`src/rtl/ex_pkg.sv`:
```
// Shared constants and types for the execute stage: ALU opcodes, forward selects
// and the multiplier FSM state type.
package ex_pkg;

  localparam logic [3:0] ALU_ADD = 4'h0;
  localparam logic [3:0] ALU_SUB = 4'h1;
  localparam logic [3:0] ALU_AND = 4'h2;
  localparam logic [3:0] ALU_OR  = 4'h3;
  localparam logic [3:0] ALU_XOR = 4'h4;
  localparam logic [3:0] ALU_NOR = 4'h5;
  localparam logic [3:0] ALU_SLT = 4'h6;
  localparam logic [3:0] ALU_SLL = 4'h7;
  localparam logic [3:0] ALU_SRL = 4'h8;
  localparam logic [3:0] ALU_SRA = 4'h9;
  localparam logic [3:0] ALU_LUI = 4'hA;
  localparam logic [3:0] ALU_MUL = 4'hB;

  localparam logic [1:0] FWD_REG     = 2'b00;
  localparam logic [1:0] FWD_MEM     = 2'b01;
  localparam logic [1:0] FWD_WB      = 2'b10;
  localparam logic [1:0] FWD_REG_ALT = 2'b11;

  typedef enum logic [1:0] {
    MUL_IDLE = 2'd0,
    MUL_BUSY = 2'd1,
    MUL_DONE = 2'd2
  } mul_state_t;

endpackage

```
`src/rtl/ex_mul_seq.sv`:
```
// Iterative shift-add multiplier: one partial product per cycle, DATA_W steps,
// result held in DONE until the owner acknowledges it. State exposed on 'state'.
module ex_mul_seq
  import ex_pkg::*;
#(
  parameter int DATA_W = 32
) (
  input  logic              clk,
  input  logic              rst,
  input  logic              start,
  input  logic              abort,
  input  logic              ack,
  input  logic [DATA_W-1:0] a,
  input  logic [DATA_W-1:0] b,
  output logic              busy,
  output logic              done,
  output logic [DATA_W-1:0] product,
  output mul_state_t        state
);

  localparam int CNT_W = $clog2(DATA_W) + 1;

  logic [CNT_W-1:0]  cnt;
  logic [DATA_W-1:0] mcand;
  logic [DATA_W-1:0] mplier;
  logic [DATA_W-1:0] acc;

  always_ff @(posedge clk) begin
    if (rst) begin
      state  <= MUL_IDLE;
      cnt    <= '0;
      mcand  <= '0;
      mplier <= '0;
      acc    <= '0;
    end else if (abort) begin
      state <= MUL_IDLE;
      cnt   <= '0;
    end else begin
      case (state)
        MUL_IDLE: begin
          if (start) begin
            state  <= MUL_BUSY;
            cnt    <= '0;
            mcand  <= a;
            mplier <= b;
            acc    <= '0;
          end
        end
        MUL_BUSY: begin
          // Only the low DATA_W product bits are kept, so mcand may overflow freely.
          if (mplier[0]) acc <= acc + mcand;
          mcand  <= mcand << 1;
          mplier <= mplier >> 1;
          cnt    <= cnt + 1'b1;
          if (cnt == CNT_W'(DATA_W - 1)) state <= MUL_DONE;
        end
        MUL_DONE: begin
          if (ack) state <= MUL_IDLE;
        end
        default: state <= MUL_IDLE;
      endcase
    end
  end

  assign busy    = (state == MUL_BUSY);
  assign done    = (state == MUL_DONE);
  assign product = acc;

endmodule

```
`src/rtl/ex_stage_p.sv`:
```
// Pipeline execute stage: ID/EX register, operand forwarding, ALU and an optional
// iterative multiplier enabled by defining EX_STAGE_MUL_EN.
module ex_stage_p
  import ex_pkg::*;
#(
  parameter int DATA_W = 32,
  parameter int DEST_W = 5
) (
  input  logic              clk,
  input  logic              rst,
  input  logic              id_valid,
  input  logic [DATA_W-1:0] id_inA,
  input  logic [DATA_W-1:0] id_inB,
  input  logic [DATA_W-1:0] id_imm,
  input  logic              id_wreg,
  input  logic              id_m2reg,
  input  logic              id_wmem,
  input  logic              id_aluimm,
  input  logic              id_shift,
  input  logic [3:0]        id_aluc,
  input  logic [DEST_W-1:0] id_destR,
  input  logic [1:0]        id_fwdA,
  input  logic [1:0]        id_fwdB,
  input  logic [DATA_W-1:0] mem_fwd_data,
  input  logic [DATA_W-1:0] wb_fwd_data,
  input  logic              mem_stall,
  input  logic              ex_flush,
  output logic              ex_stall,
  output logic              ex_valid,
  output logic              ex_wreg,
  output logic              ex_m2reg,
  output logic              ex_wmem,
  output logic [DATA_W-1:0] ex_aluR,
  output logic [DATA_W-1:0] ex_inB,
  output logic [DEST_W-1:0] ex_destR,
  output logic              ex_zero
);

  localparam int SH_W = $clog2(DATA_W);

  logic              valid_r, wreg_r, m2reg_r, wmem_r, aluimm_r, shift_r;
  logic [3:0]        aluc_r;
  logic [1:0]        fwda_r, fwdb_r;
  logic [DATA_W-1:0] ina_r, inb_r, imm_r;
  logic [DEST_W-1:0] destr_r;

  logic              capture;
  logic [DATA_W-1:0] fwd_a, fwd_b, op_a, op_b, alu_r, mul_result;
  logic [SH_W-1:0]   shamt;

  // Handshake: ID offers an instruction every cycle; it is taken on an edge where
  // capture is high (EX not stalled, MEM not holding); ex_flush beats both.
  assign capture = ~ex_stall & ~mem_stall;

  always_ff @(posedge clk) begin
    if (rst) begin
      valid_r  <= 1'b0;
      wreg_r   <= 1'b0;
      m2reg_r  <= 1'b0;
      wmem_r   <= 1'b0;
      aluimm_r <= 1'b0;
      shift_r  <= 1'b0;
      aluc_r   <= '0;
      fwda_r   <= '0;
      fwdb_r   <= '0;
      ina_r    <= '0;
      inb_r    <= '0;
      imm_r    <= '0;
      destr_r  <= '0;
    end else begin
      if (capture) begin
        valid_r  <= id_valid;
        wreg_r   <= id_wreg;
        m2reg_r  <= id_m2reg;
        wmem_r   <= id_wmem;
        aluimm_r <= id_aluimm;
        shift_r  <= id_shift;
        aluc_r   <= id_aluc;
        fwda_r   <= id_fwdA;
        fwdb_r   <= id_fwdB;
        ina_r    <= id_inA;
        inb_r    <= id_inB;
        imm_r    <= id_imm;
        destr_r  <= id_destR;
      end
      if (ex_flush) begin
        valid_r <= 1'b0;
        wreg_r  <= 1'b0;
        m2reg_r <= 1'b0;
        wmem_r  <= 1'b0;
      end
    end
  end

  function automatic logic [DATA_W-1:0] fwd_pick(input logic [1:0]        sel,
                                                 input logic [DATA_W-1:0] reg_v,
                                                 input logic [DATA_W-1:0] mem_v,
                                                 input logic [DATA_W-1:0] wb_v);
    logic [DATA_W-1:0] f;
    case (sel)
      FWD_MEM:     f = mem_v;
      FWD_WB:      f = wb_v;
      FWD_REG:     f = reg_v;
      FWD_REG_ALT: f = reg_v;
      default:     f = reg_v;
    endcase
    return f;
  endfunction

  assign fwd_a = fwd_pick(fwda_r, ina_r, mem_fwd_data, wb_fwd_data);
  assign fwd_b = fwd_pick(fwdb_r, inb_r, mem_fwd_data, wb_fwd_data);
  assign op_a  = shift_r ? {{(DATA_W - 5){1'b0}}, imm_r[10:6]} : fwd_a;
  assign op_b  = aluimm_r ? imm_r : fwd_b;
  assign shamt = op_a[SH_W-1:0];

  always_comb begin
    alu_r = '0;
    case (aluc_r)
      ALU_ADD: alu_r = op_a + op_b;
      ALU_SUB: alu_r = op_a - op_b;
      ALU_AND: alu_r = op_a & op_b;
      ALU_OR:  alu_r = op_a | op_b;
      ALU_XOR: alu_r = op_a ^ op_b;
      ALU_NOR: alu_r = ~(op_a | op_b);
      ALU_SLT: alu_r = {{(DATA_W - 1){1'b0}}, ($signed(op_a) < $signed(op_b))};
      ALU_SLL: alu_r = op_b << shamt;
      ALU_SRL: alu_r = op_b >> shamt;
      ALU_SRA: alu_r = $signed(op_b) >>> shamt;
      ALU_LUI: alu_r = op_b << 16;
      ALU_MUL: alu_r = mul_result;
      default: alu_r = '0;
    endcase
  end

`ifdef EX_STAGE_MUL_EN
  mul_state_t        mul_state;
  logic              mul_start, mul_busy, mul_done;
  logic [DATA_W-1:0] mul_product;

  assign mul_start = valid_r & (aluc_r == ALU_MUL);

  ex_mul_seq #(.DATA_W(DATA_W)) u_mul (
    .clk     (clk),
    .rst     (rst),
    .start   (mul_start),
    .abort   (ex_flush),
    .ack     (capture),
    .a       (op_a),
    .b       (op_b),
    .busy    (mul_busy),
    .done    (mul_done),
    .product (mul_product),
    .state   (mul_state)
  );

  assign ex_stall   = ((mul_state == MUL_IDLE) & mul_start) | mul_busy;
  assign mul_result = mul_done ? mul_product : '0;
`else
  assign ex_stall   = 1'b0;
  assign mul_result = '0;
`endif

  // While stalled MEM sees a bubble; ex_zero is qualified so reset drives it low.
  assign ex_valid = valid_r & ~ex_stall;
  assign ex_wreg  = wreg_r  & ~ex_stall;
  assign ex_m2reg = m2reg_r & ~ex_stall;
  assign ex_wmem  = wmem_r  & ~ex_stall;
  assign ex_aluR  = alu_r;
  assign ex_inB   = fwd_b;
  assign ex_destR = destr_r;
  assign ex_zero  = ex_valid & (alu_r == '0);

endmodule

```
`config.mk`:
```
export PLATFORM = sky130hd
export DESIGN_NAME = ex_stage_p
export DESIGN_NICKNAME = d
export VERILOG_FILES = /design/src/rtl/ex_pkg.sv /design/src/rtl/ex_mul_seq.sv /design/src/rtl/ex_stage_p.sv
export SDC_FILE = /design/constraint.sdc
export NUM_CORES = 1
export LEC_CHECK = 0
export BUFFER_PORTS_ARGS = -buffer_cell sky130_fd_sc_hd__buf_2
export CAP_MARGIN = 20
export CORE_MARGIN = 3
export CORE_UTILIZATION = 35
export CTS_CLUSTER_SIZE = 24
export DETAILED_ROUTE_END_ITERATION = 8
export PLACE_DENSITY = 0.63
export SYNTH_ARGS = -nofsm -noshare
export SYNTH_HDL_FRONTEND = slang
export SYNTH_SLANG_ARGS = --single-unit
export TNS_END_PERCENT = 30
```
`constraint.sdc`:
```
create_clock -name clk -period 15.06 [get_ports clk]
set_input_delay 4.518 -clock clk [delete_from_list [all_inputs] [get_ports clk]]
set_output_delay 4.518 -clock clk [all_outputs]
set_load 0.005 [all_outputs]
```
# Word-level counts from Yosys, hierarchy flattened
# Index checks and enable logic that the tools add are counted.
# W data, S select, Z words.
op_classes:
  shifts: 3
  mux: 5
  n_reduce_logical: 7
  n_eq_ne: 16
  order_cmp: 1
  bitwise_logic: 5
  add_sub_neg: 2
op_table:
  columns: ["op", "n"]
  rows:
  - ["$pmux W32 S11", 1]
  - ["$pmux W32 S3", 2]
  - ["$mux W32", 2]
  - ["$add A32 B32 Y32", 1]
  - ["$and A32 B32 Y32", 1]
  - ["$logic_not A32 Y1", 1]
  - ["$lt A32 B32 Y1", 1]
  - ["$not A32 Y32", 1]
  - ["$or A32 B32 Y32", 1]
  - ["$shl A32 B5 Y32", 1]
  - ["$shr A32 B5 Y32", 1]
  - ["$sshr A32 B5 Y32", 1]
  - ["$sub A32 B32 Y32", 1]
  - ["$xor A32 B32 Y32", 1]
  - ["$eq A4 B3 Y1 const B", 4]
  - ["$eq A4 B4 Y1 const B", 3]
  - ["$eq A2 B2 Y1 const B", 4]
  - ["$eq A4 B2 Y1 const B", 2]
  - ["$reduce_or A2 Y1", 3]
  - ["$eq A2 B1 Y1 const B", 2]
  - ["$eq A4 B1 Y1 const B", 1]
  - ["$logic_not A2 Y1", 2]
  - ["$logic_not A4 Y1", 1]
  - ["$and A1 B1 Y1", 1]
word_totals:
  inputBits: 183
  output_inout_bits: 75
  ff_bits: 115
  word_cells: 52

# Longest topological paths before layout
logic_depth:
  word_depth: 9
  ltp_mapped: 24
  ltp_nobuf: 20

# Worst setup path after synthesis
# No wires, ideal clock.
synth_path:
  path_type: "input to output"
  startpoint: "input port mem_fwd_data[0]"
  endpoint: "output port ex_zero"
  arrival_time_ps: 9618
  path_buffers: 4
  required_time_ps: 10542
  setup_slack_ps: 924
  path_stages: 22
  path_cell_list: "nor3b_1 a211oi_1 buf_4 inv_2 buf_2 buf_2 clkbuf_1 ha_1 inv_1 fa_1 nor2b_1 o311ai_0 a211oi_1 o2111ai_1 nand2_1 nand4_1 o31ai_1 or4b_1 or4b_1 nor4_1 and4b_1 and4b_1"
synth_between:
  elab_cells_between_ends: 17
  classes_between: "add/sub (2); order compare (1); shift (3); mux (5); bitwise (5); reduce/logical (1)"
synth_lines:
  columns: ["item", "line_no", "rtl"]
  rows:
  - ["start: declaration", "ex_stage_p.sv:24", "input logic [DATA_W-1:0] mem_fwd_data,"]
  - ["$pmux W32 S3", "ex_stage_p.sv:100", "case (sel)"]
  - ["$mux W32, on equally long branches", "ex_stage_p.sv:112, ex_stage_p.sv:113", null]
  - ["$sub A32 B32 Y32 (tied with other cells)", "ex_stage_p.sv:120", "ALU_SUB: alu_r = op_a - op_b;"]
  - ["$pmux W32 S11 (*)", "ex_stage_p.sv:118", "case (aluc_r)"]
  - ["via ex_aluR[18]", "ex_stage_p.sv:33", "output logic [DATA_W-1:0] ex_aluR,"]
  - ["$logic_not A32 Y1 (*)", "ex_stage_p.sv:171", "assign ex_zero = ex_valid & (alu_r == '0);"]
  - ["$and A1 B1 Y1 (*)", "ex_stage_p.sv:171", null]
  - ["end: declaration", "ex_stage_p.sv:36", "output logic ex_zero"]
# Mark *: on every way through the listed nets, which the timed path passes. The rest lies on a longest branch.

# Worst setup path after layout
layout_path:
  startpoint: "input port mem_fwd_data[1]"
  endpoint: "output port ex_zero"
layout_between:
  elab_chain_cells: 7
  elab_cells_between_ends: 17
  classes_between: "add/sub (2); order compare (1); shift (3); mux (5); bitwise (5); reduce/logical (1)"
layout_lines:
  columns: ["item", "line_no"]
  rows:
  - ["branches (longest 4 deep; another with $sub A32 B32 Y32)", null]
  - ["$pmux W32 S11 (*)", "ex_stage_p.sv:118"]
  - ["$logic_not A32 Y1 (*)", "ex_stage_p.sv:171"]
  - ["$and A1 B1 Y1 (*)", "ex_stage_p.sv:171"]
# Every way passes the cells marked *.

==> results.txt <==
- For this run, the top clock speed supported by timing is 68.9 MHz.
- Global-route wire length before repair: 124000 um
- Maximum single-stage delay on the critical path: around 0.81 ns
- For the pin with the worst max-slew slack, the measured transition is around 1.1 ns.
* Overall routed net length: 85200 um
* Max Clock Skew: 0 ns
- The congestion estimate from routability-driven global placement came to 1.09.
- The top cell type by area accounts for 15.1% of the synthesized area.
* Max-slew violation count: 0
- Relative to the synthesized area, the layout overhead comes to 17.5%.
- Final setup violation count: 0
- Vertical extent of the die: 215 um
- After clock tree synthesis, the repair step resized 0 gates.
* Width of the die: 215 um
- Avg Inst Size Synth: 7.29 um^2
- Global routing consumed, on the met3 layer, 9.04% of the routing resources.
- The worst-case IR drop observed on VDD is 76.0 uV.
- EDFF count, synth: 0
- Worst-path maximum fanout: 9
- For the worst flop-to-flop path, the logic depth is 3.
- R2R Path Start: aluc_r[0]
- The initial utilization of the core area, before any placement, comes to 36.0%.
- In this run, CTS created clock tree buffers numbering 17.
- Sequential cells were found to cover 15.1% of the synthesized design area.
- Most common library cells after synthesis: sky130_fd_sc_hd__nor2_1 (268), sky130_fd_sc_hd__mux2i_1 (189), sky130_fd_sc_hd__inv_1 (130)
- Number of logic stages on the critical path including buffering: 19
- Result of the run: completed
- The most used flip-flop cell after synthesis is sky130_fd_sc_hd__dfxtp_1.
- Input and output buffers added on the ports amount to 256.
- TritonCTS built the clock tree.
- The smallest clock period supported by the final layout is computed as 14.51 ns.
- The final layout contains between 2000 and 3000 nets.
- Maxcap violations: 0
- Via count of the first global-routing pass: between 15000 and 20000
* Die footprint: 0.0462 mm^2
* Type of element launching the critical path: input pin
- Headroom to the max-slew limit: 21.9%
- Total of hold buffers inserted after clock tree synthesis: 0
- Detailed placement finished with a half-perimeter wire length of 65500 um.
- Counting distinct cell types in the post-synthesis netlist gives 86.
* Met1 Track Usage GR: 42.9%
- Pre-CTS worst setup slack: 0.798 ns
- Met2 GRT Util: 54.7%
* Last element of the critical path: ex_zero
- The first detailed-routing pass ran for 6 iterations.
- Entering global routing, the biggest net connects 74 pins.
- The worst setup path is captured at a primary output.
- Wire per inst: 29.5 um
- Io pins: 258
* Count of mapped cells out of synthesis: around 2100
- Post-synthesis instance area: 0.0153 mm^2
- The min-delay analysis places its worst path in the category reg -> reg.
* GRT Util Overall: 35.2%
- Among all stages on the critical path, the largest delay is contributed by sky130_fd_sc_hd__o221ai_1.
- Summed over all instances, the cell type with the most area after synthesis is sky130_fd_sc_hd__dfxtp_1.
- CP required: 10.54 ns
- Power density cells: 111 mW/mm^2
- YS warnings: 0
* Setup slack, reg-to-reg: approximately 14 ns
- Traced cell by cell, the critical path runs through buf_2, nand2b_1, o221ai_1, inv_1, fa_1, a21oi_1, o21ai_0, o211ai_1, a2111oi_0, buf_4, o21ai_0, o21ai_0, nand2_1, o31ai_1, a2bb2oi_1, buf_4, nor4b_1, and4b_1, buf_2.
* Antenna violations before repair: 7
- The routed layout has 18800 vias.
* Core area: between 0.04 and 0.05 mm^2
- The clock reaches the later pin of the worst-skew pair after approximately 0.43 ns.
* Syn nets: 2389
* Filler-free cell count of the finished design: just under 3000
- Ratio of final minimum period to clock period: 96.3%
- Setup repair after global routing left no endpoint under its margin.
- Number of clock sinks seen by CTS: 115
- Async set-or-reset flop fraction in the synthesized netlist: 0%
- The analysis attributes to cell leakage a power of 8.01 nW.
- For this block, the initial DRC count from the detailed router was 2296.
- Count leader, synth: sky130_fd_sc_hd__nor2_1
- Clock-pin slew on the worst setup and hold paths: 0.06 ns
- Synthesis-stage register bit count: 115
- Global-route layer with the greatest usage: met2
- Core Util, Final: 42.3%
- Data arrives at the worst endpoint at 9.99 ns.
- In this run the number of H-tree levels came out at 4.
- Total count of hold-check failures in the final report: 0
* Layout filler cell count: ~4400
- By instance count, the cell type seen most on the critical path is sky130_fd_sc_hd__o21ai_0.
- Fin worst setup slack: 0.550 ns
* Delay-heaviest family, CP: compound AO/OA/AOI/OAI gates
- The count of nets left with antenna violations once routing finished came out at 0.
- The critical path is of the in -> out type.
- Placed Instances: 2848
* Capturing point of the worst reg2reg path: aluc_r[0]
- In this run the post-CTS setup repair buffer count came out at 0.
- Clock Tree Root: sky130_fd_sc_hd__clkbuf_16
- The clock passes through at most 2 buffers.
- In the routed design, unresolved DRC markers number 0.
- Fin Setup TNS: 0 ns
- Row generation in the floorplan step produced 75 rows.
* Average via count per standard cell: 6.52
* Most area-consuming cells after synthesis: sky130_fd_sc_hd__dfxtp_1 (15%), sky130_fd_sc_hd__mux2i_1 (12%), sky130_fd_sc_hd__ha_1 (8.8%), sky130_fd_sc_hd__nor2_1 (6.6%), sky130_fd_sc_hd__o21ai_0 (4.1%)
- The post-route netlist has 18.7% of its cells at a drive strength greater than 1.
- In this run the worst setup path begins at mem_fwd_data[1].
- Total global routing overflow: 0
- Number of buffer and inverter stages on the critical path: 5
-- through the flow --
step	instance area [um^2]	power [mW]	hold slack (ns)
3_3_place_gp	17400	1.54	0.466
4_1_cts	17900	1.95	0.491
6_report	18000	2.00	0.488
2_1_floorplan	15300	1.05	0.454
5_1_grt	18000	2.08	0.522
3_5_place_dp	17400	1.54	0.475
-- cells in the final DEF, fill, tap and decap left out, types with 7 or more instances in the layout --
master	instances
sky130_fd_sc_hd__diode_2	7
sky130_fd_sc_hd__nand3_1	20
sky130_fd_sc_hd__nor3_1	50
sky130_fd_sc_hd__o21ai_0	124
sky130_fd_sc_hd__nor4_1	14
sky130_fd_sc_hd__nand2b_1	73
sky130_fd_sc_hd__a221o_1	7
sky130_fd_sc_hd__clkbuf_16	17
sky130_fd_sc_hd__a22o_1	37
sky130_fd_sc_hd__xnor2_1	21
sky130_fd_sc_hd__buf_2	254
sky130_fd_sc_hd__nor2_1	268
sky130_fd_sc_hd__inv_1	130
sky130_fd_sc_hd__a21o_1	11
sky130_fd_sc_hd__o221ai_1	16
sky130_fd_sc_hd__o221ai_2	25
sky130_fd_sc_hd__nand4_1	7
sky130_fd_sc_hd__o2111ai_1	9
sky130_fd_sc_hd__o22ai_1	70
sky130_fd_sc_hd__nor2b_1	19
sky130_fd_sc_hd__o21a_1	34
sky130_fd_sc_hd__o21bai_1	9
sky130_fd_sc_hd__a22oi_1	18
sky130_fd_sc_hd__a211oi_1	23
sky130_fd_sc_hd__o211ai_1	31
sky130_fd_sc_hd__a211o_1	37
sky130_fd_sc_hd__a21oi_1	108
sky130_fd_sc_hd__ha_1	105
sky130_fd_sc_hd__a31oi_1	17
sky130_fd_sc_hd__a221oi_1	63
sky130_fd_sc_hd__dfxtp_1	113
sky130_fd_sc_hd__o31ai_1	19
sky130_fd_sc_hd__or3_1	7
sky130_fd_sc_hd__nand2_1	117
sky130_fd_sc_hd__buf_4	83
sky130_fd_sc_hd__mux2i_1	189
-- area by class of cell --
| class | count | area (um^2) | share of cell area [%] |
|---|---|---|---|
| Tap cell | 577 | 722 | 4.02 |
| Timing Repair Buffer | 339 | 1930 | 10.7 |
| Clock buffer | 17 | 425 | 2.37 |
| Multi-Input combinational cell | 1683 | 11900 | 66.3 |
| Inverter | 134 | 503 | 2.80 |
| Clock inverter | 15 | 163 | 0.906 |
| Sequential cell | 115 | 2300 | 12.8 |
| Antenna cell | 7 | 17.5 | 0.0975 |
-- state kept, by name, summed over array words and instances, names as in the netlist --
name / cells
ex_valid: 1
inb_r: 32
fwda_r: 2
ex_wreg: 1
ex_m2reg: 1
aluimm_r: 1
ina_r: 32
ex_destR: 5
shift_r: 1
fwdb_r: 2
aluc_r: 4
imm_r: 32
ex_wmem: 1
-- layer usage --
layer  up-vias  share of wire (%)  wire length, um
met1      9033                 38            32200
met4         2                8.0             6850
li1       8220                  -                -
met3       317                 10             8930
met5         -              0.012               10
met2      1253                 44            37100
-- tightest hold or removal path, cell delays in order (launching register included) --
cell and delay [ns]:
sky130_fd_sc_hd__dfxtp_1 0.32, sky130_fd_sc_hd__mux2i_1 0.07, sky130_fd_sc_hd__nor2_1 0.07
-- power breakdown --
| group | leakage, nW | switching [mW] | internal, mW |
|---|---|---|---|
| Clock | 0.285 | 0.177 | 0.235 |
| Combinational | 6.77 | 0.845 | 0.407 |
| Sequential | 0.950 | 0.0128 | 0.322 |
| Total | 8.01 | 1.04 | 0.964 |
-- worst min-delay path by stage --
stage	startpoint	endpoint	slack [ns]	cells past startpoint
6_report	imm_r[24]	imm_r[24]	0.49	2
3_5_place_dp	imm_r[17]	imm_r[17]	0.48	2
3_3_place_gp	imm_r[15]	imm_r[15]	0.47	2
4_1_cts	imm_r[24]	imm_r[24]	0.49	2
5_1_grt	ina_r[31]	ina_r[31]	0.52	2
2_1_floorplan	imm_r[0]	imm_r[0]	0.45	2
-- cells by family after synthesis --
kind of cell | Yosys count | synth area share [%]
compound gates | 742 | 35.5
xor+xnor | 21 | 1.20
fa+ha+maj | 109 | 9.02
buf+inv | 299 | 7.72
flops | 115 | 15.1
mux | 193 | 12.7
other cells | 1 | 0.0245
simple gates | 617 | 18.8
Power figures use the tool's default switching activity.
